## config.mk

```make
export PLATFORM = sky130hd
export DESIGN_NAME = sram_controller
export DESIGN_NICKNAME = d
export VERILOG_FILES = /design/src/rtl/sram_controller.sv
export SDC_FILE = /design/constraint.sdc
export NUM_CORES = 1
export LEC_CHECK = 0
export ABC_AREA = 1
export CAP_MARGIN = 20
export CORE_ASPECT_RATIO = 2
export CORE_MARGIN = 2
export CORE_UTILIZATION = 44
export DETAILED_ROUTE_END_ITERATION = 8
export GPL_TIMING_DRIVEN = 0
export PLACE_DENSITY = 0.86
export SLEW_MARGIN = 0
export SYNTH_ARGS = -nofsm -noshare
export SYNTH_HDL_FRONTEND = slang
export SYNTH_SLANG_ARGS = --single-unit
```

## constraint.sdc

```tcl
create_clock -name clk -period 2.11 [get_ports clk]
set_input_delay 0.5275 -clock clk [delete_from_list [all_inputs] [get_ports clk]]
set_output_delay 0.5275 -clock clk [all_outputs]
set_load 0.02 [all_outputs]
```

## src/rtl/sram_controller.sv

```systemverilog
// Two-phase 32-bit load/store sequencer onto a 16-bit asynchronous SRAM.
// Low half-word first, then high half-word; ready stays low until the DONE cycle.
module sram_controller #(
  parameter int WORD_WIDTH      = 32,
  parameter int SRAM_ADDR_WIDTH = 18,
  parameter int SRAM_DATA_WIDTH = 16,
  parameter int WAIT_CYCLES     = 2
) (
  input  logic                       clk,
  input  logic                       rst,
  input  logic                       rd_en,
  input  logic                       wr_en,
  input  logic [WORD_WIDTH-1:0]      address,
  input  logic [WORD_WIDTH-1:0]      write_data,
  output logic [WORD_WIDTH-1:0]      read_data,
  output logic                       ready,
  output logic [SRAM_ADDR_WIDTH-1:0] SRAM_ADDR,
  output logic                       SRAM_WE_N,
  output logic [SRAM_DATA_WIDTH-1:0] SRAM_DQ_out,
  output logic                       SRAM_DQ_oe,
  input  logic [SRAM_DATA_WIDTH-1:0] SRAM_DQ_in,
  output logic [1:0]                 o_dbg_state
);

  localparam int SAW = SRAM_ADDR_WIDTH;
  localparam int SDW = SRAM_DATA_WIDTH;
  localparam int IW  = SAW - 1;
  localparam int CW  = (WAIT_CYCLES > 1) ? $clog2(WAIT_CYCLES) : 1;
  localparam logic [CW-1:0] RELOAD = CW'(WAIT_CYCLES - 1);

  typedef enum logic [1:0] {
    IDLE = 2'd0,
    LOW  = 2'd1,
    HIGH = 2'd2,
    DONE = 2'd3
  } state_t;

  state_t              r_state;
  logic [CW-1:0]       r_cnt;
  logic [IW-1:0]       r_index;
  logic [SDW-1:0]      r_wdata_hi;
  logic                r_is_wr;
  logic [WORD_WIDTH-1:0] r_read_data;
  logic [SAW-1:0]      r_sram_addr;
  logic                r_sram_we_n;
  logic [SDW-1:0]      r_sram_dq_out;
  logic                r_sram_dq_oe;

  logic                w_req;
  logic [IW-1:0]       w_index;
  logic                w_unused;

  assign w_req    = rd_en | wr_en;
  assign w_index  = address[SAW:2];
  // Byte-lane and upper address bits have no meaning for a word-only SRAM port.
  assign w_unused = ^{address[WORD_WIDTH-1:SAW+1], address[1:0]};

  always_ff @(posedge clk) begin
    if (rst) begin
      r_state       <= IDLE;
      r_cnt         <= '0;
      r_index       <= '0;
      r_wdata_hi    <= '0;
      r_is_wr       <= 1'b0;
      r_read_data   <= '0;
      r_sram_addr   <= '0;
      r_sram_we_n   <= 1'b1;
      r_sram_dq_out <= '0;
      r_sram_dq_oe  <= 1'b0;
    end else begin
      case (r_state)
        IDLE: begin
          if (w_req) begin
            // A simultaneous rd_en/wr_en resolves to a write.
            r_index       <= w_index;
            r_wdata_hi    <= write_data[WORD_WIDTH-1:SDW];
            r_is_wr       <= wr_en;
            r_cnt         <= RELOAD;
            r_state       <= LOW;
            r_sram_addr   <= {w_index, 1'b0};
            r_sram_we_n   <= ~wr_en;
            r_sram_dq_oe  <= wr_en;
            r_sram_dq_out <= wr_en ? write_data[SDW-1:0] : '0;
          end
        end
        LOW: begin
          if (r_cnt == '0) begin
            if (!r_is_wr) r_read_data[SDW-1:0] <= SRAM_DQ_in;
            r_cnt         <= RELOAD;
            r_state       <= HIGH;
            r_sram_addr   <= {r_index, 1'b1};
            r_sram_dq_out <= r_is_wr ? r_wdata_hi : '0;
          end else begin
            r_cnt <= r_cnt - 1'b1;
          end
        end
        HIGH: begin
          if (r_cnt == '0) begin
            if (!r_is_wr) r_read_data[WORD_WIDTH-1:SDW] <= SRAM_DQ_in;
            r_state       <= DONE;
            r_sram_addr   <= '0;
            r_sram_we_n   <= 1'b1;
            r_sram_dq_oe  <= 1'b0;
            r_sram_dq_out <= '0;
          end else begin
            r_cnt <= r_cnt - 1'b1;
          end
        end
        DONE: begin
          r_state <= IDLE;
        end
        default: r_state <= IDLE;
      endcase
    end
  end

  // ready is combinational so the freeze asserts in the same cycle the request appears.
  assign ready       = (r_state == DONE) || ((r_state == IDLE) && !w_req);
  assign read_data   = r_read_data;
  assign SRAM_ADDR   = r_sram_addr;
  assign SRAM_WE_N   = r_sram_we_n;
  assign SRAM_DQ_out = r_sram_dq_out;
  assign SRAM_DQ_oe  = r_sram_dq_oe;
  assign o_dbg_state = r_state;

endmodule

```

; ---- Word level (Yosys, flattened, before mapping)
; Cells that the tools add are included.
[totals]
regBits = 105
input_bits = 84
out_inout_bits = 71
wordCells = 59
[classes]
add_sub_neg = 1
n_eq_ne = 6
mux = 24
bitwise_logic = 4
n_reduce_logical = 13
[ops]
columns = cell, count
row1 = 16-bit two-way mux, 5
row2 = 18-bit two-way mux, 3
row3 = 18-bit one-hot mux with 3 select lines, 1
row4 = 16-bit one-hot mux with 3 select lines, 1
row5 = 3-bit AND reduction, 4
row6 = 2-bit one-hot mux with 4 select lines, 1
row7 = 1-bit two-way mux, 7
row8 = 2-bit two-way mux, 3
row9 = "2-bit != test, second input constant", 3
row10 = "2-bit equality test, second input constant", 2
row11 = 1-bit one-hot mux with 2 select lines, 2
row12 = 2-bit AND reduction, 2
row13 = 4-bit AND reduction, 1
row14 = 1-bit NOT, 3
row15 = 1-bit one-hot mux with 3 select lines, 1
row16 = 3-bit nonzero test, 1
row17 = "2-bit by 1-bit equality test with 1-bit output, second input constant", 1
row18 = 2-bit zero test, 1
row19 = 2-bit nonzero test, 1
row20 = 1-bit logical AND, 1
row21 = 1-bit zero test, 1
row22 = 1-bit logical OR, 1
row23 = 1-bit OR, 1
row24 = "1-bit subtractor, second input constant", 1

; ---- Longest topological paths before layout
[depth]
depth_word = 4
depth_mapped = 10
ltp_nobuf = 8

; ---- Worst setup path before layout
; OpenSTA, ideal clock, no wires.
[synth_timing]
path_kind = register to register
from = reg r_state[0], in the netlist o_dbg_state[0]
to = reg r_sram_dq_out[10], in the netlist SRAM_DQ_out[10]
setup_time_ps = 113
arrival_ps = 1640
required_time_ps = 1997
slack_ps = 357
stages_incl_launch_ff = 11
path_buffers = 2
period_less_slack_ps = 1753
path_cell_list = dfxtp_1 inv_1 ha_1 buf_4 nand2_1 inv_1 buf_4 nand3_1 nand2_1 nor2_1 nor2_1
[synth_between]
elab_chain_len = 3
elab_cells_between_ends = 9
classes_between = 5 x eq/ne / 1 x mux / 3 x reduce/logical
[synth_rtl]
columns = item, line_no
row1 = "start, declared", 38  ; state_t r_state;
row2 = "start signal, assigned", 60  ; r_state <= IDLE;
row3 = "start signal, assigned", 79  ; r_state <= LOW;
row4 = "start signal, assigned", 90  ; r_state <= HIGH;
row5 = "2-bit by 1-bit equality test with 1-bit output, or another cell as far along", 71  ; case (r_state)
row6 = 2-bit != test (no line) or 3-bit nonzero test (tied branches), -
row7 = 4-bit AND reduction (no line), -
row8 = "end signal, assigned", 83  ; r_sram_dq_out <= wr_en ? write_data[SDW-1:0] : '0;
row9 = "end signal, assigned", 92  ; r_sram_dq_out <= r_is_wr ? r_wdata_hi : '0;
row10 = "end, declared", 46  ; logic [SDW-1:0] r_sram_dq_out;
; Several ways; a longest one is shown, not always the timed one.
; A chain may end at the register's enable or synchronous reset.

; ---- Final worst setup path
[layout_timing]
from = in wr_en
to = out ready
[layout_between]
elab_chain_len = 4
[layout_rtl]
columns = item, line_no
row1 = "start, declared", 12  ; input logic wr_en,
row2 = 1-bit OR, 53  ; assign w_req = rd_en | wr_en;
row3 = 1-bit zero test, 118  ; assign ready = (r_state == DONE) || ((r_state == IDLE) && !w_req);
row4 = 1-bit logical AND, 118
row5 = 1-bit logical OR, 118
row6 = "end, declared", 16  ; output logic ready,
; No other way between the ends.

==> impl_metrics.env <==
export IMPL_pin_count=155
export IMPL_hold_viol_final=0
export IMPL_via_count=4501
export IMPL_r2r_start="o_dbg_state[1]$_SDFFE_PP0P_"
export IMPL_synth_cell_types=19
export IMPL_final_cells=954
export IMPL_setup_viol=0
export IMPL_path_max_fanout=10
export IMPL_hp_start="SRAM_DQ_oe$_SDFFE_PP0P_"
export IMPL_fin_skew_ps=7.50
export IMPL_io_buffers=139
export IMPL_grtUsageTotal_pct=24.1
export IMPL_status="finished, final reports clean"
export IMPL_cts_root_buf="clkbuf_16"
export IMPL_critPathLaunchType="primary input"
export IMPL_core_area_mm2=0.0101
export IMPL_syn_to_final_growth_pct=41.3
export IMPL_clockBufferDepth=2
export IMPL_whs_path_depth=2
export IMPL_drt_initial_drc_count=266
export IMPL_holdPathEnd="SRAM_DQ_oe$_SDFFE_PP0P_"
export IMPL_rows=52
export IMPL_cts_made_buffers=9
export IMPL_cts_max_level=3
export IMPL_ys_warn_count=0
export IMPL_hold_class="register to register"
export IMPL_place_inst=937
export IMPL_chipWidth_um=75.7
export IMPL_grt_pass1_vias=4396
export IMPL_fin_crit_ps=1990
export IMPL_p_leak_uw=0.00280
export IMPL_netlist_area_mm2=0.00453
export IMPL_reg2reg_to="SRAM_ADDR[9]$_SDFFE_PP0P_"
export IMPL_wire_per_inst_um=13.6
export IMPL_tightest_slew_ps=472
export IMPL_cts_tree="done"
export IMPL_nNetsFinal=905
export IMPL_ys_seq_elements=105
export IMPL_powerDensity_mw_per_mm2=1560
export IMPL_end_kind="output pin"
export IMPL_r2r_slack_ps=280
export IMPL_hpwl_um=9770
export IMPL_layout_drive_gt1_share_pct=6.11
export IMPL_wl_um=12900
export IMPL_start_util_pct=44.9
export IMPL_path_class="primary input to output pin"
export IMPL_die_y_um=147
export IMPL_grt_max_degree=19
export IMPL_cap_violations=0
export IMPL_yosysSeqAreaShare_pct=46.4
export IMPL_fin_util_pct=63.4
export IMPL_overflow=0
export IMPL_post_route_period_util_pct=94.4
export IMPL_slew_limit_headroom_pct=68.5
export IMPL_clk_latency_ps=350
export IMPL_layout_commonest_cell="nor2_1"
export IMPL_globalplace_congestion=0.863
export IMPL_arrival_ps=1470
export IMPL_fmax_ghz=0.502
export IMPL_syn_inst=663
export IMPL_grt_pass1_wl_um=20800
export IMPL_antennaDiodeCount=0
export IMPL_rsz0062_at_grt="no"
export IMPL_first_pass_iters=4
export IMPL_worstRegToRegCells=9
export IMPL_die_area_mm2=0.0112
export IMPL_layout_common_cells="nor2_1 (215), clkdlybuf4s50_1 (138), nand2_1 (128), dfxtp_1 (103), o21ai_0 (66)"
export IMPL_cp_required_ps=1580
export IMPL_grt_antenna_before_repair=0
export IMPL_detail_route_antenna_nets=0
export IMPL_syn_num_nets=754
export IMPL_cts_sinks=105
export IMPL_slew_violations=0
export IMPL_max_vdd_ir_drop_mv=0.981
export IMPL_clk_pin_slew_worst_paths_ps=70
export IMPL_post_route_drc_count=0
export IMPL_viasPerCell=4.72
export IMPL_setup_tns_ps=0
export IMPL_avgSynthCellArea_um2=6.83
## stage by stage
stage	power, uW	hold WS [ps]	area (um2)	setup WS, ps
3_5_place_dp	8320	465	6090	-415
5_1_grt	10800	506	6400	70.5
4_1_cts	10100	480	6400	15.9
6_report	9970	475	6400	117
3_3_place_gp	8190	453	6090	-392
2_1_floorplan	6380	464	4530	357
## cell usage after synthesis
cell type	instances	area share (%)
nor2_4	4	1.0
buf_6	4	1.0
buf_4	5	0.83
buf_1	2	0.17
nand2_4	1	0.25
o21ai_0	66	7.3
a21oi_1	22	2.4
o21ai_1	3	0.33
nand2_1	128	11
inv_1	49	4.1
nand3_2	1	0.22
clkbuf_1	13	1.1
o21ai_4	1	0.36
nand3_1	21	2.3
buf_2	14	1.5
dfxtp_1	105	46
ha_1	7	1.9
nor2_1	215	18
nand4_1	2	0.28
## area by class of cell
| cell class | count | area, um2 |
|---|---|---|
| buffer | 38 | 209 |
| clock buffer | 9 | 225 |
| clock inverter | 7 | 77.6 |
| fill | 910 | 3690 |
| inverter | 49 | 184 |
| multi-input combinational | 471 | 2030 |
| sequential | 105 | 2110 |
| tap | 135 | 169 |
| timing repair buffer | 140 | 1390 |
## critical path, stage by stage
cell	delay, ps
clkdlybuf4s50_1	460
nor2_4	140
nand2_4	110
nand2_1	70
buf_2	160
## registers in the layout, summed over array words and instances, names as in the netlist, 2 cells and up
name	cells
read_data	32
SRAM_ADDR	18
r_index	17
SRAM_DQ_out	16
r_wdata_hi	16
o_dbg_state	2
## how the worst max path moves through the flow
| stage | start | end |
|---|---|---|
| after floorplan | o_dbg_state[0]$_SDFFE_PP0P_ | SRAM_DQ_out[10]$_SDFFE_PP0P_ |
| after global placement | wr_en | ready |
| after detailed placement | wr_en | ready |
| after CTS | o_dbg_state[0]$_SDFFE_PP0P_ | ready |
| after global routing | wr_en | ready |
| final | wr_en | ready |
## timing repair
action / 4_1_cts / 5_1_grt
pin swaps: 1 / 0
setup buffers: 1 / 0
resized for setup: 5 / 2
endpoints found under the setup margin: 1 / 1
hold buffers: 0 / 0
gates cloned: 0 / 0
## power by group
part | internal (uW) | switching (uW)
registers | 2750 | 416
clock network | 931 | 764
logic | 2070 | 3050
total | 5740 | 4230
## routing by layer
| metal | share of wire, % | track usage [%] | vias to the layer above |
|---|---|---|---|
| met5 | 0 | 0 | - |
| met4 | 3.7 | 10.9 | 0 |
| met3 | 4.3 | 3.95 | 35 |
| met2 | 55 | 44.2 | 143 |
| met1 | 37 | 25.5 | 1978 |
| li1 | - | - | 2345 |
## logic make-up (layout without fill, tap and decap cells)
group	after synthesis	after routing	share of synthesized area (%)
flops	105	105	46.4
simple gates	372	372	32.5
fa+ha+maj	7	7	1.94
buf+inv	87	243	8.68
compound gates	92	92	10.4
Note: power is estimated with default switching activity, not from simulation.
